[config.mk]
export PLATFORM = sky130hd
export DESIGN_NAME = filter_tx_mem_responder
export DESIGN_NICKNAME = d
export VERILOG_FILES = /design/src/rtl/filter_tx_mem_responder.sv
export SDC_FILE = /design/constraint.sdc
export NUM_CORES = 1
export LEC_CHECK = 0
export CAP_MARGIN = 20
export CORE_UTILIZATION = 30
export DETAILED_ROUTE_END_ITERATION = 12
export GPL_ROUTABILITY_DRIVEN = 0
export HOLD_SLACK_MARGIN = 0.03
export PLACE_DENSITY_LB_ADDON = 0.12
export SLEW_MARGIN = 0
export SYNTH_ARGS = -nofsm -noshare
export SYNTH_HDL_FRONTEND = slang
export SYNTH_SLANG_ARGS = --single-unit
[constraint.sdc]
create_clock -name clk_i -period 2.7 [get_ports clk_i]
set_input_delay 0.405 -clock clk_i [delete_from_list [all_inputs] [get_ports clk_i]]
set_output_delay 0.405 -clock clk_i [all_outputs]
set_load 0.01 [all_outputs]
[src/rtl/filter_tx_mem_responder.sv]
// Two-channel operand-read responder: arbitrates ch0/ch1 onto a 1-cycle-latency L2 SRAM port,
// aligns/extends the read data and queues it per channel. Option: FILTER_TX_RESP_SIGNEXT_EN.
module filter_tx_mem_responder #(
  parameter int unsigned DATA_WIDTH     = 32,
  parameter int unsigned L2_AWIDTH_NOAL = 15,
  parameter int unsigned FIFO_DEPTH     = 4
) (
  input  logic                      clk_i,
  input  logic                      resetn_i,
  input  logic                      ch0_req_i,
  input  logic [L2_AWIDTH_NOAL-1:0] ch0_addr_i,
  input  logic [1:0]                ch0_datasize_i,
  output logic                      ch0_gnt_o,
  output logic                      ch0_valid_o,
  output logic [DATA_WIDTH-1:0]     ch0_data_o,
  input  logic                      ch0_ready_i,
  input  logic                      ch1_req_i,
  input  logic [L2_AWIDTH_NOAL-1:0] ch1_addr_i,
  input  logic [1:0]                ch1_datasize_i,
  output logic                      ch1_gnt_o,
  output logic                      ch1_valid_o,
  output logic [DATA_WIDTH-1:0]     ch1_data_o,
  input  logic                      ch1_ready_i,
  output logic                      mem_req_o,
  output logic [L2_AWIDTH_NOAL-3:0] mem_addr_o,
  input  logic [DATA_WIDTH-1:0]     mem_rdata_i
);

  localparam int unsigned PTR_W = $clog2(FIFO_DEPTH);
  localparam int unsigned CNT_W = PTR_W + 1;

  logic [1:0]                         req, ready, elig, sel, gnt, push, pop, valid;
  logic [1:0][L2_AWIDTH_NOAL-1:0]     addr;
  logic [1:0][1:0]                    dsize;
  logic [1:0][DATA_WIDTH-1:0]         head;

  logic       last_q;  // 1: ch1 was granted last
  logic       pv_q, pch_q;
  logic [1:0] psize_q, poff_q;

  logic [7:0]            sel_byte;
  logic [15:0]           sel_half;
  logic                  ext_byte, ext_half;
  logic [DATA_WIDTH-1:0] aligned;

  assign req   = {ch1_req_i, ch0_req_i};
  assign ready = {ch1_ready_i, ch0_ready_i};
  assign addr  = {ch1_addr_i, ch0_addr_i};
  assign dsize = {ch1_datasize_i, ch0_datasize_i};

  always_comb begin
    sel[0] = elig[0] & (~elig[1] | last_q);
    sel[1] = elig[1] & (~elig[0] | ~last_q);
  end

  // Grants are masked during reset so nothing is accepted while state is being cleared.
  assign gnt       = sel & {2{resetn_i}};
  assign ch0_gnt_o = gnt[0];
  assign ch1_gnt_o = gnt[1];
  assign mem_req_o = |gnt;

  always_comb begin
    mem_addr_o = '0;
    if (gnt[0]) begin
      mem_addr_o = addr[0][L2_AWIDTH_NOAL-1:2];
    end else if (gnt[1]) begin
      mem_addr_o = addr[1][L2_AWIDTH_NOAL-1:2];
    end
  end

  always_ff @(posedge clk_i or negedge resetn_i) begin
    if (!resetn_i) begin
      last_q  <= 1'b1;
      pv_q    <= 1'b0;
      pch_q   <= 1'b0;
      psize_q <= '0;
      poff_q  <= '0;
    end else begin
      pv_q <= |gnt;
      if (|gnt) begin
        last_q  <= gnt[1];
        pch_q   <= gnt[1];
        psize_q <= gnt[1] ? dsize[1] : dsize[0];
        poff_q  <= gnt[1] ? addr[1][1:0] : addr[0][1:0];
      end
    end
  end

  assign sel_byte = mem_rdata_i[{poff_q, 3'b000} +: 8];
  assign sel_half = mem_rdata_i[{poff_q[1], 4'b0000} +: 16];

`ifdef FILTER_TX_RESP_SIGNEXT_EN
  assign ext_byte = sel_byte[7];
  assign ext_half = sel_half[15];
`else
  assign ext_byte = 1'b0;
  assign ext_half = 1'b0;
`endif

  always_comb begin
    case (psize_q)
      2'b00:   aligned = {{(DATA_WIDTH-8){ext_byte}}, sel_byte};
      2'b01:   aligned = {{(DATA_WIDTH-16){ext_half}}, sel_half};
      default: aligned = mem_rdata_i;
    endcase
  end

  for (genvar c = 0; c < 2; c++) begin : g_ch
    logic [CNT_W-1:0]      credit_q;
    logic [PTR_W:0]        wptr_q, rptr_q;
    logic [DATA_WIDTH-1:0] fifo_q [FIFO_DEPTH];

    // Credit covers queued entries plus the read in flight, so a push can never overflow.
    assign elig[c]  = req[c] & (credit_q < CNT_W'(FIFO_DEPTH));
    assign valid[c] = (wptr_q != rptr_q);
    assign push[c]  = pv_q & (pch_q == 1'(c));
    assign pop[c]   = valid[c] & ready[c];
    assign head[c]  = valid[c] ? fifo_q[rptr_q[PTR_W-1:0]] : '0;

    always_ff @(posedge clk_i or negedge resetn_i) begin
      if (!resetn_i) begin
        credit_q <= '0;
        wptr_q   <= '0;
        rptr_q   <= '0;
      end else begin
        if (gnt[c] && !pop[c]) begin
          credit_q <= credit_q + 1'b1;
        end else if (!gnt[c] && pop[c]) begin
          credit_q <= credit_q - 1'b1;
        end
        if (push[c]) wptr_q <= wptr_q + 1'b1;
        if (pop[c])  rptr_q <= rptr_q + 1'b1;
      end
    end

    always_ff @(posedge clk_i) begin
      if (push[c]) fifo_q[wptr_q[PTR_W-1:0]] <= aligned;
    end
  end

  assign ch0_valid_o = valid[0];
  assign ch1_valid_o = valid[1];
  assign ch0_data_o  = head[0];
  assign ch1_data_o  = head[1];

endmodule
After elaboration in Yosys (flattened, before gate mapping) --
Memory sizes are Yosys's and may differ from the RTL's. Index checks and enable logic that the tools add are counted.
Cells by class: equality and inequality tests 3, add/sub/neg operators 8, magnitude comparators 2, multiply operators 0, shift operators 2, multiplexer cells 15, div/mod/pow operators 0, reduce and logical (&&, ||, !) cells 12, bitwise gates (word level) 15
Operator list (count):
- $mux 32 | 2
- $pmux 32 s2 | 1
- $shiftx 32x6->16 | 1
- $shiftx 32x6->8 | 1
- $mux 13 | 2
- $add 3x1->3 const B | 6
- $mux 3 | 4
- $and 1x1->1 | 8
- $lt 3x3->1 const B | 2
- $ne 3x3->1 | 2
- $sub 3x1->3 const B | 2
- $logic_and 1x1->1 | 4
- $logic_not 1->1 | 4
- $mux 1 | 4
- $mux 2 | 2
- $not 1->1 | 4
- $reduce_bool 2->1 | 2
- $and 2x2->2 | 1
- $eq 2x1->1 const B | 1
- $logic_not 2->1 | 1
- $or 1x1->1 | 2
- $reduce_or 2->1 | 1
Storage, ports and cells: bits in latches 0, output and inout port bits 82, word-level logic and storage cells 70, register bits after elaboration 25, RAM bits 256, memories kept 2, memory bits (read-only) 0
Memory list:
- g_ch[0].fifo_q | depth 4, width 32, rd ports 1, clocked after Yosys merged registers in 0, wr ports 1, RTL line 111 | logic [DATA_WIDTH-1:0] fifo_q [FIFO_DEPTH];
- g_ch[1].fifo_q | depth 4, width 32, rd ports 1, clocked after Yosys merged registers in 0, wr ports 1, RTL line 111

Longest topological paths before layout --
depth after elaboration 10, depth in mapped cells 10

Least setup slack after synthesis --
Ideal clock, no wire load.
kind input-to-reg, from input ch1_req_i, to register g_ch[1].credit_q[2], arrival time 2.113 ns, cell stages on the path 10, slack 0.508 ns, library setup time 0.079 ns, cells stage by stage nor2b_1 -> nand3_2 -> inv_2 -> buf_4 -> ha_1 -> inv_1 -> fa_1 -> xor2_1 -> nor2_1 -> xor2_1
On the way: cells in the longest elaborated chain, start to end 6, elaborated cells between the ends (all ways) 8, those cells by class mux: 1; bitwise: 3; reduce/logical: 4
Ends and longest elaborated chain:
- start, declared | RTL line 17 | input logic ch1_req_i,
- $and 1x1->1 (*) | RTL line 114 | assign elig[c] = req[c] & (credit_q < CNT_W'(FIFO_DEPTH));
- $and 1x1->1 (*) | RTL line 53 | sel[1] = elig[1] & (~elig[0] | ~last_q);
- $and 2x2->2 (*) | RTL line 57 | assign gnt = sel & {2{resetn_i}};
- via ch1_gnt_o | RTL line 20 | output logic ch1_gnt_o,
- $logic_not 1->1 | RTL line 128 | end else if (!gnt[c] && pop[c]) begin
- $logic_and 1x1->1 | RTL line 128
- $reduce_bool 2->1 (no source line)
- end signal, assigned | RTL line 127 | credit_q <= credit_q + 1'b1;
- end signal, assigned | RTL line 129 | credit_q <= credit_q - 1'b1;
- end, declared | RTL line 109 | logic [CNT_W-1:0] credit_q;
The timed path passes the listed nets; every way through them passes the cells marked *. A chain may end at the register's enable or synchronous reset.

Worst setup path after layout --
from register g_ch[1].rptr_q[0], to output ch1_data_o[10]
On the way: cells in the longest elaborated chain, start to end 2, elaborated cells between the ends (all ways) 3, those cells by class eq/ne: 1; mux: 1; memory: 1
Ends and longest elaborated chain:
- start, declared | RTL line 110 | logic [PTR_W:0] wptr_q, rptr_q;
- start signal, assigned | RTL line 132 | if (pop[c]) rptr_q <= rptr_q + 1'b1;
- $mem_v2 4x32 or $ne 3x3->1 (tied branches)
- $mux 32 (*) | RTL line 118 | assign head[c] = valid[c] ? fifo_q[rptr_q[PTR_W-1:0]] : '0;
- end, declared | RTL line 22 | output logic [DATA_WIDTH-1:0] ch1_data_o,
Mark *: on every way between the ends. The rest lies on a longest branch, timed or not.

==> metrics list <==
- Crit Reg-Reg Startpoint: g_ch[1].rptr_q[0]
- Number of failing hold endpoints at the final stage: 0
* Number of buffer and inverter stages on the critical path: 3
- For flop-to-flop paths, the worst setup slack is 0.14 ns.
- In this run the critical register-to-register path is captured at g_ch[1].credit_q[2].
- Num Clock Sinks: 281
* Net count after synthesis: 711
* Synthesized instance count: 625
- The internal power of the cells totals 0.01207 W.
- Switch share: 32.27%
* Final wirelength: 30590 um
- Synthesis inferred 281 register bits.
- Once the floorplan was initialized, standard cells occupied 30.69% of the core.
- Placed instance area: 0.01407 mm^2
* Die span in y: 199.0 um
- Dividing the synthesized area by the synthesized cell count gives 18.63 um^2.
* Time the worst path needs with I/O delays and setup: 2.666 ns
* Clock root buffer: clkbuf_16
* Via-to-Cell Ratio: 4.636
- Initial DRC count: 317
- From synthesis to final layout, the design area changed by 32.18%.
- Hold WC Path Type: in -> async
* Switching power: 0.005750 W
- Antenna Nets Post-Route: 0
- Run status: finished, final reports clean
- Top area cells in the synthesized netlist: edfxtp_1 (66%), mux4_2 (11%), dfrtp_1 (5.2%), and2_1 (4.5%), mux4_1 (1.4%)
- Floorplan die area: 0.03960 mm^2
- CP max stage delay: 0.48 ns
- DP Wirelength: 19900 um
- Global-route wire length before repair: 45130 um
- Fraction of final layout cells with drive strength greater than 1: 27.89%
* Total setup violations reported at the end of the flow: 0
- Maximum count of clock buffers along a single path: 3
* Comb power frac: 44.1%
- Final worst-path cycle share: 98.74%
* Critical Path Start Type: flip-flop
- M3 GR Usage: 3.713%
- Critical-path maximum fanout: 5
* Sort of element at the end of the critical path: output port
* Area leader, netlist: edfxtp_1
- Pwr dens: 1158 mW/mm^2
- Across the VDD grid, the largest voltage drop is 468.9 uV.
* Total via count in the routed design: 6458
- Sequential cells burn 34.0% of the power.
- Clk Latency, worst-skew pair: 0.56 ns
- Remaining max-slew budget at the tightest pin: 38.58%
- Final antenna diode count: 0
- Clock-pin slew was measured on the worst setup and hold paths at 0.06 ns.
* Final routed wire length divided by cell count: 21.96 um
- Met2 Usage GRT: 26.81%
* Share of power burned in the clock network: 22.0%
- Accumulated negative setup slack: 0 ns
- Endpoint required time on the critical path: 2.30 ns
- Number of nets in the layout: 948
* Clock tree from TritonCTS: built
- Post-route standard cell area excluding fillers: 0.01539 mm^2
- The die is 199.0 um wide.
- RSZ-0062 raised after global routing: true
* Cell type group with the largest total delay on the critical path: buffers and inverters
- Entering global routing, the biggest net connects 35 pins.
- After synthesis, the netlist uses 35 different library cells.
* Critical path arrival: 2.26 ns
* Area inside the core boundary: 0.03793 mm^2
- GRT Util Overall: 15.82%
* Row Count: 71
- Worst hold slack across all endpoints: 0.3944 ns
- The worst register-to-register path has a depth of 12.
* Number of clock buffers inserted by TritonCTS: 30
- Share of synthesized area occupied by flip-flops and latches: 71.41%
- Area share of the leading cell type in the synthesized netlist: 66.03%
- Leakage component of the power: 5.565 nW
* Slowest CP cell: mux4_2
* CTS Hold Buffers Added: 0
- Number of global-route vias before repair: 7208
* Antenna violations before repair: 0
- At the end of the flow the core is filled with cells to 40.57%.
- GR Overflow Total: 0
- For this run, design rule violations remaining after detail routing come to 0.
* Number of detailed-route iterations in the first pass: 4
- At the pin with the least slew margin, the transition time is 0.9117 ns.
- Across the routed clock network, the largest skew measured is 0.02193 ns.
- GR Layer Usage met1: 20.72%
- Netlist area before placement: 0.01164 mm^2
- The tool flagged a number of max-cap violations equal to 0.
* Synth warn: 0
- H-tree depth: 1
- Cell Chain, Critical Path: buf_4, clkbuf_16, mux4_2, and2_1, dlygate4sd2_1
* Total count of max-transition violations in the final report: 0
- Maximum clock frequency: 375.1 MHz
- During placement, the flow inserted port buffers numbering 153.
- Layer with the highest usage: met2
- 154 I/O pins were placed.
- Critical path class: reg -> out
## how the worst max path moves through the flow
| stage | start | endpoint | slack, ns | cells past startpoint |
|---|---|---|---|---|
| global route | g_ch[1].rptr_q[0] | ch1_data_o[3] | -0.04 | 6 |
| global placement | ch1_req_i | g_ch[1].credit_q[2] | 0.02 | 11 |
| CTS | g_ch[0].rptr_q[0] | ch0_data_o[18] | -0.12 | 6 |
| floorplan | ch1_req_i | g_ch[1].credit_q[2] | 0.51 | 10 |
| detailed placement | ch1_req_i | g_ch[1].credit_q[2] | -0.01 | 11 |
| finish | g_ch[1].rptr_q[0] | ch1_data_o[10] | 0.03 | 5 |
## final cells by class
class	count	area, um^2
clock buffers	36	773.2
clock inverters	16	165.2
fillers	3481	22540
inverters	9	36.28
multi-input cells	303	3128
flip-flops and latches	281	8317
well taps	511	639.4
repair buffers	237	2330
## sequential cells by signal (all words and copies together), names as in the netlist
signal,count
poff_q,2
g_ch.rptr_q,6
pv_q,1
pch_q,1
last_q,1
psize_q,2
g_ch.wptr_q,6
g_ch.credit_q,6
g_ch.fifo_q,256
## logic make-up (layout without fill, tap and decap cells)
logic type / after synthesis / count (layout) / synth area share, %
AO/OA/AOI/OAI: 47 / 47 / 2.687
XOR/XNOR: 20 / 20 / 1.505
adder cells (fa/ha/maj): 14 / 14 / 1.634
buffers and inverters: 41 / 298 / 2.010
flip-flops: 281 / 281 / 71.41
multiplexers: 76 / 76 / 13.68
AND/OR/NAND/NOR: 146 / 146 / 7.071
## stage by stage
stage	instances	setup WS [ns]	total power, W
after floorplan	625	0.5078	0.01003
after global placement	1307	0.02213	0.01362
after detailed placement	1307	-0.01034	0.01375
after CTS	1386	-0.1198	0.01803
after global routing	1393	-0.04215	0.01876
final	1393	0.03398	0.01782
## metal layers
layer,routed length [um],vias to the layer above
met5,0,-
met2,14880,220
li1,-,2899
met3,2399,35
met1,12920,3304
met4,390,0
## cell usage after synthesis
cell        n
inv_2       1
clkbuf_1   10
a22o_1     14
mux4_1      6
a21oi_2     1
a21oi_1     5
fa_1        2
o21bai_2    1
nand2b_1    2
nand3b_1    1
xnor2_1    14
and2_1     84
o21a_1      1
nor2_1      6
buf_6       8
mux2_2      7
xor2_1      6
edfxtp_1  256
o21ai_1     2
mux4_2     58
inv_1       8
nand2_1    34
buf_2      13
dfrtp_1    24
nand3_2     3
buf_4       1
dfstp_2     1
a22oi_1     3
nor2b_1    10
nand3_1     2
mux2i_1     5
o21ai_0    16
and3_1      4
a31oi_1     4
ha_1       12
## placed cells by master, fill, tap and decap left out, types with 19 or more instances in the layout
cell type,Yosys,routed
dfrtp_1,24,22
clkbuf_16,0,31
buf_4,1,57
buf_2,13,19
clkdlybuf4s50_1,0,81
dlygate4sd2_1,0,22
edfxtp_1,256,256
nand2_1,34,34
mux4_2,58,61
and2_1,84,73
## what timing repair did
action | CTS | global route
cloned | 5 | 1
setup endpoints to repair | 78 | 46
pin swaps | 4 | 0
gates resized for setup | 183 | 27
buffers inserted | 22 | 7
## power groups by stage
stage	sequential [W]	combinational (W)	clock (W)
after floorplan	0.00602	0.00400	0
after global placement	0.00612	0.00750	0
after detailed placement	0.00614	0.00761	0
after CTS	0.00608	0.00795	0.00401
after global routing	0.00611	0.00849	0.00417
final	0.00605	0.00785	0.00392
## worst register-to-register path, cell delays in order (launching register included)
cell and delay (ns):
dfrtp_2 0.46, buf_12 0.18, xnor2_2 0.16, nand3_2 0.16, buf_4 0.18, buf_4 0.12, nand2_1 0.14, ha_1 0.21
inv_1 0.06, fa_1 0.38, xor2_1 0.15, nor2_1 0.11, xor2_1 0.16
Note: power is estimated with default switching activity, not from simulation.
